`src/rtl/uart_rx_image_loader.sv`:
```
// rtl/uart_rx_image_loader.sv - sequences the oversampling UART receiver to load one image into frame-buffer BRAM
module uart_rx_image_loader #(
   parameter int                    BAUD_DIV      = 54,
   parameter int                    DATA_WIDTH    = 8,
   parameter int                    IMG_WIDTH     = 64,
   parameter int                    IMG_HEIGHT    = 64,
   parameter int                    ADDR_WIDTH    = 12,
   parameter logic [DATA_WIDTH-1:0] SYNC_BYTE     = 8'hA5,
   parameter int                    TIMEOUT_TICKS = 4096
) (
   input  logic                  i_clk,
   input  logic                  i_reset,
   input  logic                  i_start,
   output logic                  o_rx_en,
   output logic                  o_rx_reset,
   input  logic [DATA_WIDTH-1:0] i_rx_data,
   input  logic                  i_rx_data_valid,
   output logic                  o_wr_en,
   output logic [ADDR_WIDTH-1:0] o_wr_addr,
   output logic [DATA_WIDTH-1:0] o_wr_data,
   output logic                  o_busy,
   output logic                  o_done,
   output logic                  o_err_timeout
);

   localparam int DIV_W  = $clog2(BAUD_DIV);
   localparam int TICK_W = $clog2(TIMEOUT_TICKS + 1);
   localparam logic [DIV_W-1:0]      DIV_LAST  = DIV_W'(BAUD_DIV - 1);
   localparam logic [TICK_W-1:0]     TICK_LAST = TICK_W'(TIMEOUT_TICKS - 1);
   localparam logic [ADDR_WIDTH-1:0] LAST_IDX  = ADDR_WIDTH'(IMG_WIDTH * IMG_HEIGHT - 1);

   typedef enum logic [1:0] {ST_IDLE, ST_SYNC, ST_LOAD, ST_DONE} state_t;

   state_t                state;
   state_t                state_nxt;
   logic [DIV_W-1:0]      div_cnt;
   logic                  valid_q;
   logic                  accept;
   logic                  sync_hit;
   logic                  timeout_hit;
   logic                  last_pix;
   logic [ADDR_WIDTH-1:0] pix_idx;
   logic [TICK_W-1:0]     tick_cnt;

   assign o_rx_en     = (div_cnt == DIV_LAST);
   assign accept      = i_rx_data_valid & ~valid_q;
   assign sync_hit    = accept & (i_rx_data == SYNC_BYTE);
   assign last_pix    = (pix_idx == LAST_IDX);
   // an accept in the same cycle as the final tick rescues the frame
   assign timeout_hit = (state == ST_LOAD) & o_rx_en & ~accept & (tick_cnt == TICK_LAST);

   // free-running oversample divider; keeps running while idle so the receiver sees its reset
   always_ff @(posedge i_clk) begin
      if (i_reset) begin
         div_cnt <= '0;
      end else if (div_cnt == DIV_LAST) begin
         div_cnt <= '0;
      end else begin
         div_cnt <= div_cnt + DIV_W'(1);
      end
   end

   // delayed copy of the receiver valid level for rising-edge detection
   always_ff @(posedge i_clk) begin
      if (i_reset) begin
         valid_q <= 1'b0;
      end else begin
         valid_q <= i_rx_data_valid;
      end
   end

   // state register
   always_ff @(posedge i_clk) begin
      if (i_reset) begin
         state <= ST_IDLE;
      end else begin
         state <= state_nxt;
      end
   end

   // next-state logic
   always_comb begin
      state_nxt = state;
      case (state)
         ST_IDLE: if (i_start) state_nxt = ST_SYNC;
         ST_SYNC: if (sync_hit) state_nxt = ST_LOAD;
         ST_LOAD: begin
            if (accept && last_pix) begin
               state_nxt = ST_DONE;
            end else if (timeout_hit) begin
               state_nxt = ST_IDLE;
            end
         end
         ST_DONE: state_nxt = ST_IDLE;
         default: state_nxt = ST_IDLE;
      endcase
   end

   // state-decoded outputs
   always_comb begin
      o_busy     = 1'b0;
      o_rx_reset = 1'b1;
      if (state == ST_SYNC || state == ST_LOAD) begin
         o_busy     = 1'b1;
         o_rx_reset = 1'b0;
      end
   end

   // pixel index, inter-byte tick counter, BRAM write port and status flags
   always_ff @(posedge i_clk) begin
      if (i_reset) begin
         pix_idx       <= '0;
         tick_cnt      <= '0;
         o_wr_en       <= 1'b0;
         o_wr_addr     <= '0;
         o_wr_data     <= '0;
         o_done        <= 1'b0;
         o_err_timeout <= 1'b0;
      end else begin
         o_wr_en <= 1'b0;
         o_done  <= (state == ST_DONE);
         case (state)
            ST_IDLE: begin
               if (i_start) begin
                  o_err_timeout <= 1'b0;
                  pix_idx       <= '0;
               end
            end
            ST_SYNC: begin
               if (sync_hit) tick_cnt <= '0;
            end
            ST_LOAD: begin
               if (accept) begin
                  o_wr_en   <= 1'b1;
                  o_wr_addr <= pix_idx;
                  o_wr_data <= i_rx_data;
                  pix_idx   <= pix_idx + ADDR_WIDTH'(1);
                  tick_cnt  <= '0;
               end else if (timeout_hit) begin
                  o_err_timeout <= 1'b1;
               end else if (o_rx_en) begin
                  tick_cnt <= tick_cnt + TICK_W'(1);
               end
            end
            default: ;
         endcase
      end
   end

endmodule

```
`config.mk`:
```
export PLATFORM = sky130hd
export DESIGN_NAME = uart_rx_image_loader
export DESIGN_NICKNAME = d
export VERILOG_FILES = /design/src/rtl/uart_rx_image_loader.sv
export SDC_FILE = /design/constraint.sdc
export NUM_CORES = 1
export LEC_CHECK = 0
export ABC_AREA = 1
export ABC_CLOCK_PERIOD_IN_PS = 5050
export CAP_MARGIN = 10
export CORE_UTILIZATION = 40
export CTS_CLUSTER_SIZE = 12
export DETAILED_ROUTE_END_ITERATION = 10
export PLACE_DENSITY = 0.69
export SYNTH_ARGS = -nofsm -noshare
export SYNTH_HDL_FRONTEND = slang
export SYNTH_SLANG_ARGS = --single-unit
```
`constraint.sdc`:
```
create_clock -name i_clk -period 5.05 [get_ports i_clk]
set_clock_uncertainty 0.15 [all_clocks]
set_input_delay 0.7575 -clock i_clk [delete_from_list [all_inputs] [get_ports i_clk]]
set_output_delay 0.7575 -clock i_clk [all_outputs]
set_load 0.01 [all_outputs]
```
Yosys cells after proc, flatten, opt, wreduce, memory -nomap -nowiden
Index checks and enable logic that the tools add are counted.

word-level totals
  logic and storage cells = 68
  output and inout bits = 26
  register bits after elaboration = 57
  memories kept = 0
  latch bits = 0
  RAM bits = 0
  bits in read-only memories = 0
  input bits = 12

operators by class
  multiplexer cells = 20
  reduce and logical (&&, ||, !) cells = 12
  multipliers = 0
  add/subtract/negate cells = 3
  magnitude comparators = 0
  bitwise operators = 8
  divide/modulo/power cells = 0
  shifts and indexed selects = 0
  equal/unequal tests = 15

operator list
  kind                                                   number
  2-to-1 mux 13 bit                                      4
  case mux 13 bit (2 select lines)                       1
  2-to-1 mux 12 bit                                      2
  case mux 12 bit (2 select lines)                       1
  adder 13 x 1 -> 13 bit, second input constant          1
  equality test 13 x 12 -> 1 bit, second input constant  1
  adder 12 x 1 -> 12 bit, second input constant          1
  equality test 12 bit, second input constant            1
  inequality test 2 bit, second input constant           5
  inequality test 3 bit, second input constant           3
  equality test 8 bit, second input constant             1
  2-to-1 mux 2 bit                                       4
  case mux 2 bit (4 select lines)                        1
  AND reduction 4 bit                                    2
  adder 6 x 1 -> 6 bit, second input constant            1
  equality test 6 bit, second input constant             1
  2-to-1 mux 1 bit                                       6
  AND reduction 3 bit                                    2
  bitwise AND 1 bit                                      5
  equality test 2 bit, second input constant             2
  nonzero test 2 bit                                     2
  OR reduction 2 bit                                     2
  NOT 1 bit                                              3
  equality test 2 x 1 -> 1 bit, second input constant    1
  other kinds (5)                                        5

Longest topological paths before layout
Gate-level depths: netlist (run 1).

  word-level depth = 8
  depth in mapped cells = 12
  gate-level depth less buffers = 12

Worst setup path before layout (run 1)
OpenSTA, ideal clock, no wires.

  kind = input -> register
  start point = input i_rx_data_valid
  end point = register pix_idx[5]
  path slack = 3.150 ns
  library setup time = 0.113 ns
  stages = 9
  arrival = 1.637 ns
  cell sequence = inv_1 -> nor2_4 -> nand2_2 -> a21oi_4 -> nand3_2 -> nor2_1 -> nand2_1 -> nand2_1 -> nor2_1

on the way
  word-level cells in the longest chain between the ends = 3

ends and longest elaborated chain
  element                                 line  source
  start: declaration                      17    input logic i_rx_data_valid,
  bitwise AND 1 bit                       46    assign accept = i_rx_data_valid & ~valid_q;
  inequality test 2 bit (no source line)  -
  AND reduction 3 bit (no source line)    -
  end signal: assignment                  137   pix_idx <= pix_idx + ADDR_WIDTH'(1);
  end: declaration                        42    logic [ADDR_WIDTH-1:0] pix_idx;

No other way between the ends.
A chain may end at the register's enable or synchronous reset.

Worst setup path after layout (run 1)
  start point = register state[0]
  end point = register pix_idx[5]

on the way
  word-level cells in the longest chain between the ends = 3
  elaborated cells between the ends (all ways) = 7
  classes of those cells = 3 x eq/ne; 1 x mux; 3 x reduce/logical

ends and longest elaborated chain
  element                                                                       line  source
  start: declaration                                                            34    state_t state;
  start signal: assignment                                                      77    state <= state_nxt;
  equality test 2 bit or logical NOT 2 bit (tied branches)                      122   case (state)
  inequality test 2 bit (no source line) or nonzero test 2 bit (tied branches)  -
  AND reduction 3 bit (no source line)                                          -

Several ways; a longest one is shown, not always the timed one.

==> results.toml, run 1 <==
[synthesis]
muxShareOfSynthArea = 0
synth_ff_type = "dfxtp_1"
post_synth.cell_area_avg_um2 = 6.841
synth_xor_xnor_area_share = 0
synth_nets = 448
async_reset_ff_frac = 0
seq_area_frac_synth = 0.3897
synth-compound-area-share = 0.1013
synth_area_um2 = 2928
yosysWarnings = 0
netlist_instances = 428
ys_ff_latch = 57
synth_fa_ha_area_frac = 0.03419
synth_edf_count = 0
synth_top_family_by_area = "simple AND/OR/NAND/NOR gates"
yosysUniqueCellTypes = 32
synthSimpleGateAreaFrac = 0.3812

[power_and_ir_drop]
power_frac_comb = 0.362
p_leak_nw = 1.343
pwr-share-clk = 0.273
seq_power_share = 0.365
switching_share = 0.3837
power.internal_mw = 0.9242
netSwitchingPower_mw = 0.5753
ir_drop_mv = 0.2081
total_power_mw = 1.499
p_per_area_nw_per_um2 = 422.7

[clock_tree]
tritoncts = "yes"
cts_setup_buffers = 0
cts_resized = 0
clk_pin_slew_worst_paths_ps = 60
hold_buffers = 0
cts_sinks = 57
ctsLongestPathBuffers = 2
htree_levels = 3
clkLatencyLatePin_ps = 340
clock-root-buffer = "clkbuf_8"
cts-buffers-inserted = 9

[setup_path]
cpPeakStageDelay_ps = 810
crit_path_max_fanout = 27
critPathBufInv = 1
critical_path_required_ps = 5130
worstPathArrival_ps = 2950
path_class = "flop to flop"
critPathLaunchType = "flop"
end_kind = "flop"
critical_path.slowest_cell = "ha_1"
crit_family = "simple AND/OR/NAND/NOR gates"
crit_chain = "inv_1 > ha_1 > nand2_2 > a21oi_4 > nand3_2 > nor2_1 > nand2_1 > nand2_1 > nor2_1"

[place]
numPortBuffers = 37
place_congestion = 0.8608
dp_hpwl_um = 4765
dp_slack_ps = 1967

[cells_and_area]
layout_commonest_cell = "nand2_1"
fin_nets = 484
num_antenna_cells = 0
fill_cells = 687
ff_latch_area_um2 = 1141
multi_input_area_um2 = 1513
area_delta_synth_final_pct = 21.15
most-common-layout-cells = "94 x nand2_1, 59 x nand3_1, 57 x dfxtp_1"
drive_gt1_frac = 0.08316
final_core_util = 0.5108

[grt]
grt_max_degree = 29
antenna_found_initial = 0
grt_overflow = 0
grt_pass1_vias = 2598
grt_first_pass_wirelength_um = 11500
grtUsageTotal = 0.1937

[floorplan]
initial_core_util = 0.4216
die_w_um = 87.56
dieArea_um2 = 7666
ios = 38
fp-row-count = 30
core_um2 = 6944
die_y_um = 87.56

[timing]
setup_ws_ps = 2174
period_minus_slack_ps = 2876
rsz0062_at_grt = "no"
tightest_slew_ps = 976.8
finalMaxSlewViolations = 0
max_freq_ghz = 0.3477
final_hold_viol_count = 0
slew_headroom = 0.3488
setup_viol = 0
finalSetupTns_ps = 0
hold_slack_ps = 313.2
final.period_utilization = 0.5694

[run]
maxCapViolCount = 0

[routing]
first_iter_violations = 112
drc_errors = 0
drt-vias-per-instance = 4.876
wl_per_cell_um = 11.93
drtAntennaViolNets = 0
totalWireLength_um = 6742
vias = 2755
drt_first_pass_iters = 4

[hold_path]
hold_path_class = "flop to flop"

[run_status]
outcome = "finished, final reports clean"
==> kinds of logic (layout without fill, tap and decap cells) <==
logic type                 Yosys count  count (layout)
DFF                                 57              57
adders and majority gates            8               8
AOI/OAI and AO/OA                   53              53
buffers and inverters               67             108
and+or+nand+nor                    243             243
==> power by group through the flow <==
| stage | sequential [mW] | combinational (mW) | clock (mW) |
|---|---|---|---|
| floorplan | 0.551 | 0.415 | 0 |
| global placement | 0.555 | 0.532 | 0 |
| detailed placement | 0.557 | 0.544 | 0 |
| CTS | 0.548 | 0.546 | 0.421 |
| global route | 0.556 | 0.618 | 0.443 |
| finish | 0.548 | 0.542 | 0.409 |
==> per-layer routing <==
layer | share of wire | GRT usage | wire (um)
met1 | 0.47 | 0.2397 | 3147
met2 | 0.46 | 0.3068 | 3081
met5 | 0 | 0 | 0
met4 | 0.016 | 0.07303 | 105
met3 | 0.060 | 0.07352 | 407
==> synth_stat cells, types with 5 or more instances <==
master    number  area share
nand2_1       94        0.12
ha_1           8       0.034
nand2_2        6       0.013
nor3_1         8       0.014
nand3_1       59        0.10
o21ai_0       14       0.024
a21oi_1       33       0.056
nand4_1        7       0.015
inv_1         51       0.065
nor2_1        54       0.069
clkbuf_1       5      0.0064
dfxtp_1       57        0.39
nand3_2        5       0.017
==> worst paths after layout <==
path	from	cells after the start	slack [ps]	end
min reg2reg	o_wr_addr[3]$_SDFFE_PP0P_	2	310	o_wr_addr[3]$_SDFFE_PP0P_
max	state[0]$_SDFFE_PP0P_	9	2170	pix_idx[5]$_SDFFE_PP0P_
max reg2reg	state[0]$_SDFFE_PP0P_	9	2170	pix_idx[5]$_SDFFE_PP0P_
min	o_wr_addr[3]$_SDFFE_PP0P_	2	310	o_wr_addr[3]$_SDFFE_PP0P_
==> layout make-up <==
cell class	instances	area share
Sequential cell	57	0.3217
Multi-Input combinational cell	304	0.4265
Timing Repair Buffer	38	0.1065
Tap cell	96	0.03386
Clock inverter	2	0.002822
Inverter	54	0.05714
Clock buffer	14	0.05150
==> metrics by stage <==
stage | cell area (um^2) | std cells
floorplan | 2928 | 428
global placement | 3354 | 549
detailed placement | 3354 | 549
CTS | 3547 | 565
global route | 3547 | 565
finish | 3547 | 565
==> registers in the layout, indices dropped and copies added (netlist names) <==
name,flops
o_done,1
o_wr_data,8
tick_cnt,13
o_wr_addr,12
o_err_timeout,1
pix_idx,12
div_cnt,6
o_wr_en,1
valid_q,1
state,2
==> worst register-to-register path: stages, from the launching register on <==
cell and delay (ps):
dfxtp_1 350, inv_1 110, ha_1 810, nand2_2 510, a21oi_4 410, nand3_2 110, nor2_1 150, nand2_1 70
nand2_1 60, nor2_1 40
(Power assumes the default switching activity.)
==> run 2: changes to the inputs <==
--- a/config.mk
+++ b/config.mk
@@ -6,12 +6,12 @@
 export NUM_CORES = 1
 export LEC_CHECK = 0
 export ABC_AREA = 1
-export ABC_CLOCK_PERIOD_IN_PS = 5050
+export ABC_CLOCK_PERIOD_IN_PS = 2500
 export CAP_MARGIN = 10
 export CORE_UTILIZATION = 40
 export CTS_CLUSTER_SIZE = 12
 export DETAILED_ROUTE_END_ITERATION = 10
-export PLACE_DENSITY = 0.69
+export PLACE_DENSITY = 0.71
 export SYNTH_ARGS = -nofsm -noshare
 export SYNTH_HDL_FRONTEND = slang
 export SYNTH_SLANG_ARGS = --single-unit
==> constraint.sdc (replaced) <==
create_clock -name i_clk -period 2.5 [get_ports i_clk]
set_clock_uncertainty 0.15 [all_clocks]
set_input_delay 0.375 -clock i_clk [delete_from_list [all_inputs] [get_ports i_clk]]
set_output_delay 0.375 -clock i_clk [all_outputs]
set_load 0.01 [all_outputs]
==> run 2 against run 1 <==
  * Design area increased by 4.3%
  * Worst hold slack barely moved
  * Total power is 130% higher
  * Non-clock buffer count increased by 9
  * Highest routed layer unchanged
  * Setup slack lost 2000 ps
==> results.toml, run 2 (same netlist as run 1, synthesis figures left out) <==
[grt]
grt_pass1_vias = 2648
grt_first_pass_wirelength_um = 11700
grt_overflow = 0
grt_max_degree = 21
grtUsageTotal = 0.1958
antenna_found_initial = 0

[clock_tree]
cts_resized = 0
cts_setup_buffers = 0
clk_pin_slew_worst_paths_ps = 70
tritoncts = "yes"
clock-root-buffer = "clkbuf_8"
cts_sinks = 57
cts-buffers-inserted = 9
hold_buffers = 0
htree_levels = 3
ctsLongestPathBuffers = 2
clkLatencyLatePin_ps = 340

[power_and_ir_drop]
power.internal_mw = 2.267
pwr-share-clk = 0.346
p_leak_nw = 1.424
ir_drop_mv = 0.4807
power_frac_comb = 0.335
seq_power_share = 0.319
netSwitchingPower_mw = 1.213
p_per_area_nw_per_um2 = 940.7
switching_share = 0.3485

[routing]
drt-vias-per-instance = 4.948
vias = 2840
drtAntennaViolNets = 0
totalWireLength_um = 6911
drc_errors = 0
drt_first_pass_iters = 4
wl_per_cell_um = 12.04
first_iter_violations = 154

[timing]
rsz0062_at_grt = "no"
final_hold_viol_count = 0
setup_ws_ps = 215.0
tightest_slew_ps = 407.0
max_freq_ghz = 0.4376
final.period_utilization = 0.9140
finalSetupTns_ps = 0
setup_viol = 0
period_minus_slack_ps = 2285
finalMaxSlewViolations = 0
slew_headroom = 0.7277
hold_slack_ps = 313.7

[hold_path]
hold_end = "o_wr_addr[2]$_SDFFE_PP0P_"
hold_depth = 2
hold_path_class = "flop to flop"
min_from = "o_wr_addr[2]$_SDFFE_PP0P_"

[run]
maxCapViolCount = 0

[run_status]
outcome = "finished, final reports clean"

[setup_path]
cpMostUsedCell = "inv_1"
crit_chain = "ha_1 > inv_1 > nor2_1 > nand2_1 > inv_1 > clkdlybuf4s50_1"
path_class = "flop to output port"
worstPathArrival_ps = 1760
critPathLaunchType = "flop"
crit_family = "buffers and inverters"
cpPeakStageDelay_ps = 550
critical_path_required_ps = 1980
critical_path.slowest_cell = "clkdlybuf4s50_1"
end_kind = "output port"
reg2reg_depth = 10
reg2reg_from = "state[0]$_SDFFE_PP0P_"
r2r-end = "pix_idx[5]$_SDFFE_PP0P_"
critPathBufInv = 3
crit_path_max_fanout = 4
r2r_setup_slack_ps = 430

[cells_and_area]
fin_nets = 493
layout_commonest_cell = "nand2_1"
fill_cells = 653
largest_reg_flops = 13
drive_gt1_frac = 0.1025
largestRegisters = "tick_cnt x13, o_wr_addr x12, pix_idx x12"
regMostFlops = "tick_cnt"
area_delta_synth_final_pct = 26.32
most-common-layout-cells = "94 x nand2_1, 59 x nand3_1, 57 x dfxtp_1"
num_antenna_cells = 0

[floorplan]
dieArea_um2 = 7666
fp-row-count = 30
ios = 38
core_um2 = 6944
die_w_um = 87.56
die_y_um = 87.56
initial_core_util = 0.4216

[place]
numPortBuffers = 37
dp_hpwl_um = 4948
dp_slack_ps = 293.0
place_congestion = 0.8392
## run 2: cell types whose count changed in the layout (fill, tap and decap cells not counted), sizes merged
cell    before  now
buf          1   10
bufinv       0    4
clkbuf      14   11
clkinv       3    2
## run 2: cell type report
cell class,instances,area [um^2],share of cell area
Tap cell,96,120.1,0.03248
Multi-Input combinational cell,304,1513,0.4090
Timing Repair Buffer,47,445.4,0.1204
Inverter,54,202.7,0.05480
Sequential cell,57,1141,0.3085
Clock buffer,11,151.4,0.04093
Clock inverter,5,125.1,0.03383
## run 2: worst max-delay path by stage
stage	from	to	slack, ps	cells after the start
after floorplan	state[0]$_SDFFE_PP0P_	pix_idx[5]$_SDFFE_PP0P_	660	11
after global placement	i_rx_data_valid	tick_cnt[7]$_SDFFE_PP0P_	360	10
after detailed placement	i_rx_data_valid	tick_cnt[5]$_SDFFE_PP0P_	290	10
after CTS	div_cnt[0]$_SDFF_PP0_	o_rx_en	180	6
after global routing	div_cnt[0]$_SDFF_PP0_	o_rx_en	90	6
final	div_cnt[0]$_SDFF_PP0_	o_rx_en	220	6
## run 2: worst min-delay path: stages (launching register included)
cell and delay (ps):
dfxtp_1 310, nand2_1 60, a21oi_1 50
## run 2: metrics by stage
| step | cells | util | instance area (um^2) | total power, mW |
|---|---|---|---|---|
| after floorplan | 428 | - | 2928 | 1.951 |
| after global placement | 558 | 0.4928 | 3422 | 2.252 |
| after detailed placement | 558 | 0.4928 | 3422 | 2.276 |
| after CTS | 574 | 0.5326 | 3699 | 3.492 |
| after global routing | 574 | 0.5326 | 3699 | 3.681 |
| final | 574 | 0.5326 | 3699 | 3.479 |
## run 2: routing by layer
metal | vias up | track usage | share of wire | routed length, um
li1 | 1479 | - | - | -
met1 | 1270 | 0.2358 | 0.46 | 3197
met2 | 82 | 0.3260 | 0.47 | 3231
met3 | 9 | 0.04430 | 0.058 | 401
met4 | 0 | 0.1043 | 0.012 | 80
met5 | - | 0 | 0 | 0
## run 2: power by group through the flow
stage          logic [mW]  registers (mW)  clock network, mW
3_3_place_gp         1.13            1.12                  0
3_5_place_dp         1.15            1.13                  0
4_1_cts              1.16            1.11               1.22
6_report             1.16            1.11               1.21
5_1_grt              1.29            1.12               1.26
2_1_floorplan       0.839            1.11                  0
